**config.mk**
```make
export PLATFORM = sky130hd
export DESIGN_NAME = eth_link_speed_detect_flat
export DESIGN_NICKNAME = d
export VERILOG_FILES = /design/src/rtl/eth_link_speed_detect_if.sv /design/src/rtl/eth_link_speed_detect.sv /design/src/flat_wrapper.sv
export SDC_FILE = /design/constraint.sdc
export NUM_CORES = 1
export LEC_CHECK = 0
export CAP_MARGIN = 20
export CORE_UTILIZATION = 50
export DETAILED_ROUTE_END_ITERATION = 7
export PLACE_DENSITY = 0.78
export SLEW_MARGIN = 40
export SYNTH_ARGS = -nofsm -noshare
export SYNTH_HDL_FRONTEND = slang
export SYNTH_SLANG_ARGS = --single-unit
export TNS_END_PERCENT = 1
```
**constraint.sdc**
```tcl
create_clock -name clk -period 2.55 [get_ports clk]
set_input_delay 0.765 -clock clk [delete_from_list [all_inputs] [get_ports clk]]
set_output_delay 0.765 -clock clk [all_outputs]
set_load 0.1 [all_outputs]
```
**src/rtl/eth_link_speed_detect_if.sv**
```systemverilog
// Link-speed detector signal bundle: RX prescaler toggle in, committed speed status out.
interface eth_link_speed_detect_if;
    logic       rx_prescale_msb;
    logic [1:0] speed;
    logic       mii_select;
    logic       speed_valid;
    logic       speed_change;
    logic       clk_lost;

    // Drives the RX toggle and observes the speed report (PHY side / bench).
    modport master (
        output rx_prescale_msb,
        input  speed,
        input  mii_select,
        input  speed_valid,
        input  speed_change,
        input  clk_lost
    );

    // The detector itself.
    modport slave (
        input  rx_prescale_msb,
        output speed,
        output mii_select,
        output speed_valid,
        output speed_change,
        output clk_lost
    );
endinterface

```
**src/rtl/eth_link_speed_detect.sv**
```systemverilog
// Ethernet link speed detector.
// Counts synchronised RX-prescaler edges against reference-clock windows. A short
// window (edge counter saturates first) means 100M or 1000M depending on how many
// reference cycles it took; a long window (reference counter saturates first) means
// 10M. A measurement only commits after STABLE_COUNT identical windows in a row, and
// a long quiet spell on the RX toggle drops speed_valid and raises clk_lost.
module eth_link_speed_detect #(
    parameter int REF_CNT_W    = 7,
    parameter int EDGE_CNT_W   = 2,
    parameter int THRESH_100M  = 32,
    parameter int STABLE_COUNT = 2,
    parameter int LOSS_CYCLES  = 1024
) (
    input  logic                    clk,
    input  logic                    rst_n,
    eth_link_speed_detect_if.slave  link
);

    localparam logic [1:0] SPD_10M   = 2'b00;
    localparam logic [1:0] SPD_100M  = 2'b01;
    localparam logic [1:0] SPD_1000M = 2'b10;

    localparam int IDLE_W = $clog2(LOSS_CYCLES + 1);
    localparam int STAB_W = $clog2(STABLE_COUNT + 1);

    localparam logic [REF_CNT_W-1:0] THRESH   = REF_CNT_W'(THRESH_100M);
    localparam logic [IDLE_W-1:0]    LOSS_MAX = IDLE_W'(LOSS_CYCLES);
    localparam logic [STAB_W-1:0]    STAB_MAX = STAB_W'(STABLE_COUNT);

    // Reject parameter sets the counters cannot represent.
    generate
        if (THRESH_100M >= (1 << REF_CNT_W)) begin : g_bad_thresh
            $error("THRESH_100M must be below 2**REF_CNT_W");
        end
        if (STABLE_COUNT < 1) begin : g_bad_stable
            $error("STABLE_COUNT must be at least 1");
        end
        if (LOSS_CYCLES < 1) begin : g_bad_loss
            $error("LOSS_CYCLES must be at least 1");
        end
    endgenerate

    // ------------------------------------------------------------------
    // Reset: asserts asynchronously, releases two clocks after rst_n rises
    // ------------------------------------------------------------------
    logic [1:0] rst_sync_q;
    logic       rst_int_n;

    // Two-flop release so every downstream flop leaves reset on the same edge.
    always_ff @(posedge clk or negedge rst_n) begin
        if (!rst_n) rst_sync_q <= 2'b00;
        else        rst_sync_q <= {rst_sync_q[0], 1'b1};
    end

    assign rst_int_n = rst_sync_q[1];

    // ------------------------------------------------------------------
    // RX toggle synchroniser and edge detect (both polarities count)
    // ------------------------------------------------------------------
    logic [2:0] sync_q;
    logic       rx_edge;

    // Three-flop chain; the last two stages compare for an edge.
    always_ff @(posedge clk or negedge rst_int_n) begin
        if (!rst_int_n) sync_q <= 3'b000;
        else            sync_q <= {sync_q[1:0], link.rx_prescale_msb};
    end

    assign rx_edge = sync_q[1] ^ sync_q[2];

    // ------------------------------------------------------------------
    // State
    // ------------------------------------------------------------------
    logic [REF_CNT_W-1:0]  ref_cnt_q,  ref_cnt_d;
    logic [EDGE_CNT_W-1:0] edge_cnt_q, edge_cnt_d;
    logic [IDLE_W-1:0]     idle_cnt_q, idle_cnt_d;
    logic                  clk_lost_q, clk_lost_d;
    logic [1:0]            cand_q,     cand_d;
    logic [STAB_W-1:0]     stab_q,     stab_d;
    logic [1:0]            speed_q,    speed_d;
    logic                  mii_q,      mii_d;
    logic                  valid_q,    valid_d;
    logic                  change_q,   change_d;

    // Window classification for the current cycle.
    logic       win_fast;
    logic       win_slow;
    logic       win_end;
    logic [1:0] meas;
    logic       commit;

    // Window end detection and measurement; the edge counter wins a tie.
    always_comb begin
        win_fast = &edge_cnt_q;
        win_slow = &ref_cnt_q;
        win_end  = (win_fast | win_slow) & ~clk_lost_q;
        if (win_fast) meas = (ref_cnt_q >= THRESH) ? SPD_100M : SPD_1000M;
        else          meas = SPD_10M;
    end

    // Loss-of-clock watchdog: saturating idle counter, cleared by any edge.
    always_comb begin
        idle_cnt_d = idle_cnt_q;
        clk_lost_d = clk_lost_q;
        if (rx_edge) begin
            idle_cnt_d = '0;
            clk_lost_d = 1'b0;
        end else begin
            if (idle_cnt_q != LOSS_MAX) idle_cnt_d = idle_cnt_q + 1'b1;
            clk_lost_d = clk_lost_q | (idle_cnt_d == LOSS_MAX);
        end
    end

    // Window counters; held at zero while the clock is lost so the first
    // returning edge restarts both windows cleanly. An edge landing in the
    // window-end cycle is dropped.
    always_comb begin
        ref_cnt_d  = ref_cnt_q + 1'b1;
        edge_cnt_d = edge_cnt_q + EDGE_CNT_W'(rx_edge);
        if (clk_lost_q || win_end) begin
            ref_cnt_d  = '0;
            edge_cnt_d = '0;
        end
    end

    // Hysteresis: count identical consecutive measurements, commit on reaching STABLE_COUNT.
    always_comb begin
        cand_d = cand_q;
        stab_d = stab_q;
        commit = 1'b0;
        if (clk_lost_q || clk_lost_d) begin
            stab_d = '0;
        end else if (win_end) begin
            if (meas == cand_q) begin
                stab_d = (stab_q == STAB_MAX) ? stab_q : stab_q + 1'b1;
            end else begin
                cand_d = meas;
                stab_d = STAB_W'(1);
            end
            commit = (stab_d == STAB_MAX);
        end
    end

    // Reported status; speed/mii hold through a clock loss, only valid drops.
    always_comb begin
        speed_d  = speed_q;
        mii_d    = mii_q;
        valid_d  = valid_q;
        change_d = 1'b0;
        if (clk_lost_d) begin
            valid_d = 1'b0;
        end else if (commit) begin
            speed_d  = cand_d;
            mii_d    = (cand_d != SPD_1000M);
            valid_d  = 1'b1;
            change_d = (cand_d != speed_q) || !valid_q;
        end
    end

    // Measurement and hysteresis registers.
    always_ff @(posedge clk or negedge rst_int_n) begin
        if (!rst_int_n) begin
            ref_cnt_q  <= '0;
            edge_cnt_q <= '0;
            idle_cnt_q <= '0;
            clk_lost_q <= 1'b0;
            cand_q     <= SPD_10M;
            stab_q     <= '0;
        end else begin
            ref_cnt_q  <= ref_cnt_d;
            edge_cnt_q <= edge_cnt_d;
            idle_cnt_q <= idle_cnt_d;
            clk_lost_q <= clk_lost_d;
            cand_q     <= cand_d;
            stab_q     <= stab_d;
        end
    end

    // Output registers; out of reset the link is assumed gigabit but not valid.
    always_ff @(posedge clk or negedge rst_int_n) begin
        if (!rst_int_n) begin
            speed_q  <= SPD_1000M;
            mii_q    <= 1'b0;
            valid_q  <= 1'b0;
            change_q <= 1'b0;
        end else begin
            speed_q  <= speed_d;
            mii_q    <= mii_d;
            valid_q  <= valid_d;
            change_q <= change_d;
        end
    end

    assign link.speed        = speed_q;
    assign link.mii_select   = mii_q;
    assign link.speed_valid  = valid_q;
    assign link.speed_change = change_q;
    assign link.clk_lost     = clk_lost_q;

endmodule

```
**src/flat_wrapper.sv**
```systemverilog
// flat-port wrapper written by rule: the top's interface ports become plain ports
module eth_link_speed_detect_flat 
#(
    parameter int REF_CNT_W    = 7,
    parameter int EDGE_CNT_W   = 2,
    parameter int THRESH_100M  = 32,
    parameter int STABLE_COUNT = 2,
    parameter int LOSS_CYCLES  = 1024
)
  (clk, rst_n, link_rx_prescale_msb, link_speed, link_mii_select, link_speed_valid, link_speed_change, link_clk_lost);
  eth_link_speed_detect_if link_i ();
  input  logic clk;
  input  logic rst_n;
  input wire logic [$bits(link_i.rx_prescale_msb)-1:0] link_rx_prescale_msb;
  output wire logic [$bits(link_i.speed)-1:0] link_speed;
  output wire logic [$bits(link_i.mii_select)-1:0] link_mii_select;
  output wire logic [$bits(link_i.speed_valid)-1:0] link_speed_valid;
  output wire logic [$bits(link_i.speed_change)-1:0] link_speed_change;
  output wire logic [$bits(link_i.clk_lost)-1:0] link_clk_lost;
  assign link_i.rx_prescale_msb = link_rx_prescale_msb;
  assign link_speed = link_i.speed;
  assign link_mii_select = link_i.mii_select;
  assign link_speed_valid = link_i.speed_valid;
  assign link_speed_change = link_i.speed_change;
  assign link_clk_lost = link_i.clk_lost;
  eth_link_speed_detect #(.REF_CNT_W(REF_CNT_W), .EDGE_CNT_W(EDGE_CNT_W), .THRESH_100M(THRESH_100M), .STABLE_COUNT(STABLE_COUNT), .LOSS_CYCLES(LOSS_CYCLES)) u_core (.clk(clk), .rst_n(rst_n), .link(link_i));
endmodule
```
==> results.json, run 1 <==
{
  "slew_headroom_pct": 61.2,
  "coreArea_um2": 3420,
  "syn_inst": 179,
  "wl_um": 3660,
  "grt_overflow": 0,
  "maxCapViolCount": 0,
  "postRouteAntennaNets": 0,
  "syn_area_um2": 1830,
  "ys_top_cells_by_area": "dfrtp_1, nor2_1, xnor2_1",
  "final_common_cell": "nor2_1",
  "peakVddDrop_mv": 0.529,
  "path_cells": "ha_1 -> and3_2 -> a311oi_2 -> a31oi_2 -> nor4_4 -> a31oi_1 -> and3_4 -> mux2_4",
  "rsz0062_at_grt": "yes",
  "syn_area_per_cell_um2": 10.2,
  "vias_per_cell": 5.53,
  "power_w": 0.00189,
  "layout_common_cells": "nor2_1, dfrtp_1, buf_4, inv_1, xnor2_1",
  "path_delay_family": "simple AND/OR/NAND/NOR gates",
  "clk_pin_slew_ns": 0.10,
  "nFillCells": 278,
  "seq_area_um2": 877,
  "cts_sinks": 35,
  "cts_buffers": 5,
  "finalHoldViolations": 0,
  "pin_count": 9,
  "yosysWarnings": 0,
  "setup_viol": 0,
  "drt_iter0_markers": 112,
  "diodes": 0,
  "crit_path_end_kind": "register",
  "multi_input_area_um2": 926,
  "drc": 0,
  "fin_crit_sh_pct": 98.1,
  "min_period_ns": 2.50,
  "io_buffers": 8,
  "die_h_um": 62.5,
  "fmax_ghz": 0.400,
  "clock_path_buffers": 2,
  "root_buffer": "clkbuf_4",
  "grt_usage_pct": 20.1,
  "final_core_util_pct": 62.9,
  "syn2layout_area_growth_pct": 17.1,
  "cts_hold_buf": 0,
  "power.density_nw_per_um2": 882,
  "hold_path.class": "register to async pin",
  "via_count": 1377,
  "wire_per_inst_um": 14.7,
  "grt_pass1_vias": 1318,
  "ys_ff_latch": 35,
  "drtPass1Iterations": 4,
  "path_buf_inv": 0,
  "grt_pass1_wl_um": 6090,
  "worst_slew_pin_slew_ns": 0.577,
  "slew_violations": 0,
  "detailedPlace.worstSlack_ns": 0.00741,
  "drive_gt1_share_pct": 23.2,
  "synth_nets": 188,
  "path_class": "register to register",
  "crit_path_start_kind": "register",
  "dp_hpwl_um": 2530,
  "start_util_pct": 53.7,
  "clock_latency_ns": 0.33,
  "die_w_um": 62.5,
  "place_congestion": 0.870,
  "skew_ns": 0.00901,
  "num-nets-final": 212,
  "antenna_found_initial": 0,
  "cts_tree": "yes",
  "htree_levels": 2,
  "ys_types": 44,
  "std_cell_rows": 21,
  "critical-path-slowest-cell": "dfrtp_1",
  "synth_top_cell_by_area": "dfrtp_1",
  "fin_ws_ns": 0.0472,
  "die_area_um2": 3910,
  "required_ns": 2.82,
  "yosysSeqAreaShare_pct": 47.8,
  "cp.arrival_ns": 2.78,
  "fin_setup_tns_ns": 0,
  "grt_max_degree": 34,
  "cp_max_fo": 5,
  "leakage_nw": 0.986,
  "slowest_delay_ns": 0.43,
  "yosysTopAreaCellShare_pct": 46.4,
  "run_status": "complete, no violations"
}
[Yosys cell counts, drive strengths merged]
cell,count
a2111oi,1
a211o,1
a211oi,2
a21boi,1
a21o,1
a21oi,6
a221oi,1
a22o,1
a311oi,2
a31o,2
a31oi,2
and2,2
and3,7
buf,2
clkbuf,1
clkinv,1
conb,1
dfrtp,34
dfstp,1
ha,6
inv,14
mux2,2
mux2i,5
nand2,6
nand2b,2
nand3,8
nand4,2
nor2,36
nor3,3
nor4,1
nor4b,1
o21a,2
o21ai,2
or3,1
or4,1
xnor2,11
xor2,7
[routing by layer]
metal / GRT usage, % / share of wire, % / vias to the layer above
li1: - / - / 652
met1: 26.4 / 41 / 664
met2: 32.3 / 51 / 46
met3: 4.38 / 5.1 / 15
met4: 7.85 / 2.9 / 0
met5: 0 / 0 / -
[where the power goes]
group | internal [W] | switching [W]
clock network | 0.000202 | 0.000174
logic | 0.000273 | 0.000485
registers | 0.000672 | 0.0000879
total | 0.00115 | 0.000747
[cell families after synthesis]
group / Yosys count / share of synthesized area, %
buffers and inverters: 18 / 3.82
adder cells (fa/ha/maj): 6 / 4.10
XOR/XNOR: 18 / 8.60
AND/OR/NAND/NOR: 70 / 20.8
other: 1 / 0.205
AO/OA/AOI/OAI: 24 / 10.4
flip-flops: 35 / 47.9
multiplexers: 7 / 4.16
[through the flow]
| stage | hold slack [ns] | area, µm² | cells |
|---|---|---|---|
| detailed placement | 0.287 | 1990 | 237 |
| CTS | 0.298 | 2070 | 244 |
| finish | 0.276 | 2150 | 249 |
| global placement | 0.273 | 1990 | 237 |
| global route | 0.324 | 2150 | 249 |
| floorplan | 0.331 | 1830 | 179 |
[timing repair]
action	CTS	global route
setup endpoints to repair	1	3
buffers inserted	0	5
gates resized for setup	1	9
pin swaps	0	7
[registers in the layout, indices dropped and copies added, names as in the netlist, 2 cells and up]
| name | flops |
|---|---|
| u_core.idle_cnt_q | 11 |
| u_core.edge_cnt_q | 2 |
| u_core.rst_sync_q | 2 |
| u_core.stab_q | 2 |
| u_core.cand_q | 2 |
| u_core.link.speed | 2 |
| u_core.ref_cnt_q | 7 |
| u_core.sync_q | 3 |
[worst paths after layout]
check	startpoint	to	slack (ns)	cells after the start
worst min register to register	u_core.rst_sync_q[1]	u_core.edge_cnt_q[1]	0.28	1
worst max register to register	u_core.idle_cnt_q[0]	u_core.link.speed[1]	0.05	8
worst max-delay path	u_core.idle_cnt_q[0]	u_core.link.speed[1]	0.05	8
max in group asynchronous	rst_n	u_core.rst_sync_q[1]	1.83	1
worst min-delay path	u_core.rst_sync_q[1]	u_core.edge_cnt_q[1]	0.28	1
min in group clk	u_core.rst_sync_q[0]	u_core.rst_sync_q[1]	0.37	0
[final cells by class]
| class | instances | area share [%] |
|---|---|---|
| clock inverters | 1 | 1.40 |
| inverters | 15 | 2.62 |
| multi-input cells | 126 | 43.1 |
| clock buffers | 6 | 1.92 |
| repair buffers | 20 | 7.40 |
| flip-flops and latches | 35 | 40.9 |
| well taps | 46 | 2.68 |
Power figures use the tool's default switching activity.
==> run 2: changes to the inputs <==
- CORE_ASPECT_RATIO: not set -> 1.1
- CORE_UTILIZATION: 50 -> 51
- PLACE_DENSITY: 0.78 -> 0.79
- SKIP_CTS_REPAIR_TIMING: not set -> 1
==> results.json, run 2 (synthesis gave the netlist of run 1 again) <==
{
  "root_buffer": "clkbuf_4",
  "die_area_um2": 3840,
  "dp_hpwl_um": 2440,
  "min_period_ns": 2.52,
  "crit_path_end_kind": "register",
  "clock_latency_ns": 0.34,
  "cp_max_fo": 4,
  "worst_slew_pin_slew_ns": 0.786,
  "num-nets-final": 209,
  "via_count": 1352,
  "clk_pin_slew_ns": 0.10,
  "rrSetupSlack_ns": 0.03,
  "power.density_nw_per_um2": 859,
  "hold_path.class": "register to async pin",
  "fmax_ghz": 0.397,
  "layout_common_cells": "nor2_1, dfrtp_1, buf_4, inv_1, xnor2_1",
  "top_register": "u_core.idle_cnt_q",
  "diodes": 0,
  "largest_register_ffs": 11,
  "run_status": "complete, no violations",
  "cp.arrival_ns": 2.78,
  "drive_gt1_share_pct": 21.9,
  "path_cells": "inv_2 -> ha_1 -> nor4b_4 -> nand4_4 -> buf_6 -> mux2i_4 -> nor4_4 -> buf_4 -> a311oi_4 -> a21o_1 -> a211oi_2",
  "maxCapViolCount": 0,
  "syn2layout_area_growth_pct": 15.4,
  "dp_cells": 237,
  "clock_path_buffers": 2,
  "fin_crit_sh_pct": 98.8,
  "peakVddDrop_mv": 0.585,
  "wl_um": 3500,
  "crit_path_start_kind": "register",
  "htree_levels": 2,
  "place_congestion": 0.886,
  "finalHoldViolations": 0,
  "postRouteAntennaNets": 0,
  "cts_buffers": 5,
  "coreArea_um2": 3390,
  "grt_max_degree": 34,
  "power_w": 0.00182,
  "drt_iter0_markers": 97,
  "grt_overflow": 0,
  "slowest_delay_ns": 0.44,
  "path_class": "register to register",
  "cts_sinks": 35,
  "std_cell_rows": 22,
  "slew_violations": 0,
  "die_w_um": 59.2,
  "skew_ns": 0.00628,
  "required_ns": 2.81,
  "postLayoutCellArea_um2": 2120,
  "grt_usage_pct": 20.9,
  "slew_headroom_pct": 47.2,
  "die_h_um": 64.9,
  "setup_viol": 0,
  "reg.largest.list": "u_core.idle_cnt_q x11, u_core.ref_cnt_q x7, u_core.sync_q x3",
  "layoutNonFillerInstCount": 249,
  "grt_pass1_vias": 1424,
  "antenna_found_initial": 0,
  "io_buffers": 8,
  "drc": 0,
  "critical-path-slowest-cell": "dfrtp_1",
  "rsz0062_at_grt": "yes",
  "leakage_nw": 0.967,
  "cts_tree": "yes",
  "timing.hold.ws_ns": 0.278,
  "start_util_pct": 54.1,
  "vias_per_cell": 5.43,
  "grt_pass1_wl_um": 5940,
  "fin_setup_tns_ns": 0,
  "wire_per_inst_um": 14.0,
  "final_common_cell": "nor2_1",
  "drtPass1Iterations": 4,
  "pin_count": 9,
  "dpl-instance-area_um2": 1980
}
run 2: report_power, final:
group	leakage, nW	switching [W]	internal (W)
Combinational	0.485	0.000472	0.000266
Clock	0.0353	0.000182	0.000134
Sequential	0.447	0.0000920	0.000673
Total	0.967	0.000746	0.00107
run 2: critical path: cells and delay by family (launching register included):
family	cells	cell delay, ns
simple gates	3	0.71
flops	1	0.44
fa+ha+maj	1	0.14
buf+inv	3	0.42
compound gates	3	0.54
mux	1	0.18
run 2: final cells by class:
cell class / instances / area (µm²)
Timing Repair Buffer: 17 / 136
Sequential cell: 35 / 878
Multi-Input combinational cell: 126 / 925
Fill cell: 289 / 1270
Tap cell: 48 / 60.1
Clock inverter: 1 / 5.00
Clock buffer: 7 / 55.1
Inverter: 15 / 56.3
run 2: worst paths after layout:
kind / from / end / cells after the start
min in group clk: u_core.sync_q[0] / u_core.sync_q[1] / 0
worst max-delay path: u_core.idle_cnt_q[0] / u_core.link.speed_change / 11
worst max register to register: u_core.idle_cnt_q[0] / u_core.link.speed_change / 11
max in group asynchronous: rst_n / u_core.rst_sync_q[1] / 1
worst min register to register: u_core.rst_sync_q[1] / u_core.sync_q[1] / 1
worst min-delay path: u_core.rst_sync_q[1] / u_core.sync_q[1] / 1
run 2: routing by layer:
metal | vias up | part of all wire (%) | track usage, %
met5 | - | 0 | 0
met1 | 669 | 40 | 22.6
met3 | 7 | 4.5 | 4.59
met2 | 32 | 53 | 36.1
li1 | 644 | - | -
met4 | 0 | 2.3 | 13.7
run 2: through the flow:
step	utilization, %	setup WS [ns]
after floorplan	-	0.111
after global placement	58.5	0.115
after detailed placement	58.5	0.00850
after CTS	60.3	-0.0321
after global routing	62.5	-0.0860
final	62.5	0.0305
==> run 3: changes to the inputs <==
- GPL_ROUTABILITY_DRIVEN: not set -> 0
- SLEW_MARGIN: 40 -> not set
==> results of run 3 <==
The final DEF is identical to that of run 2; final timing and power are the same.
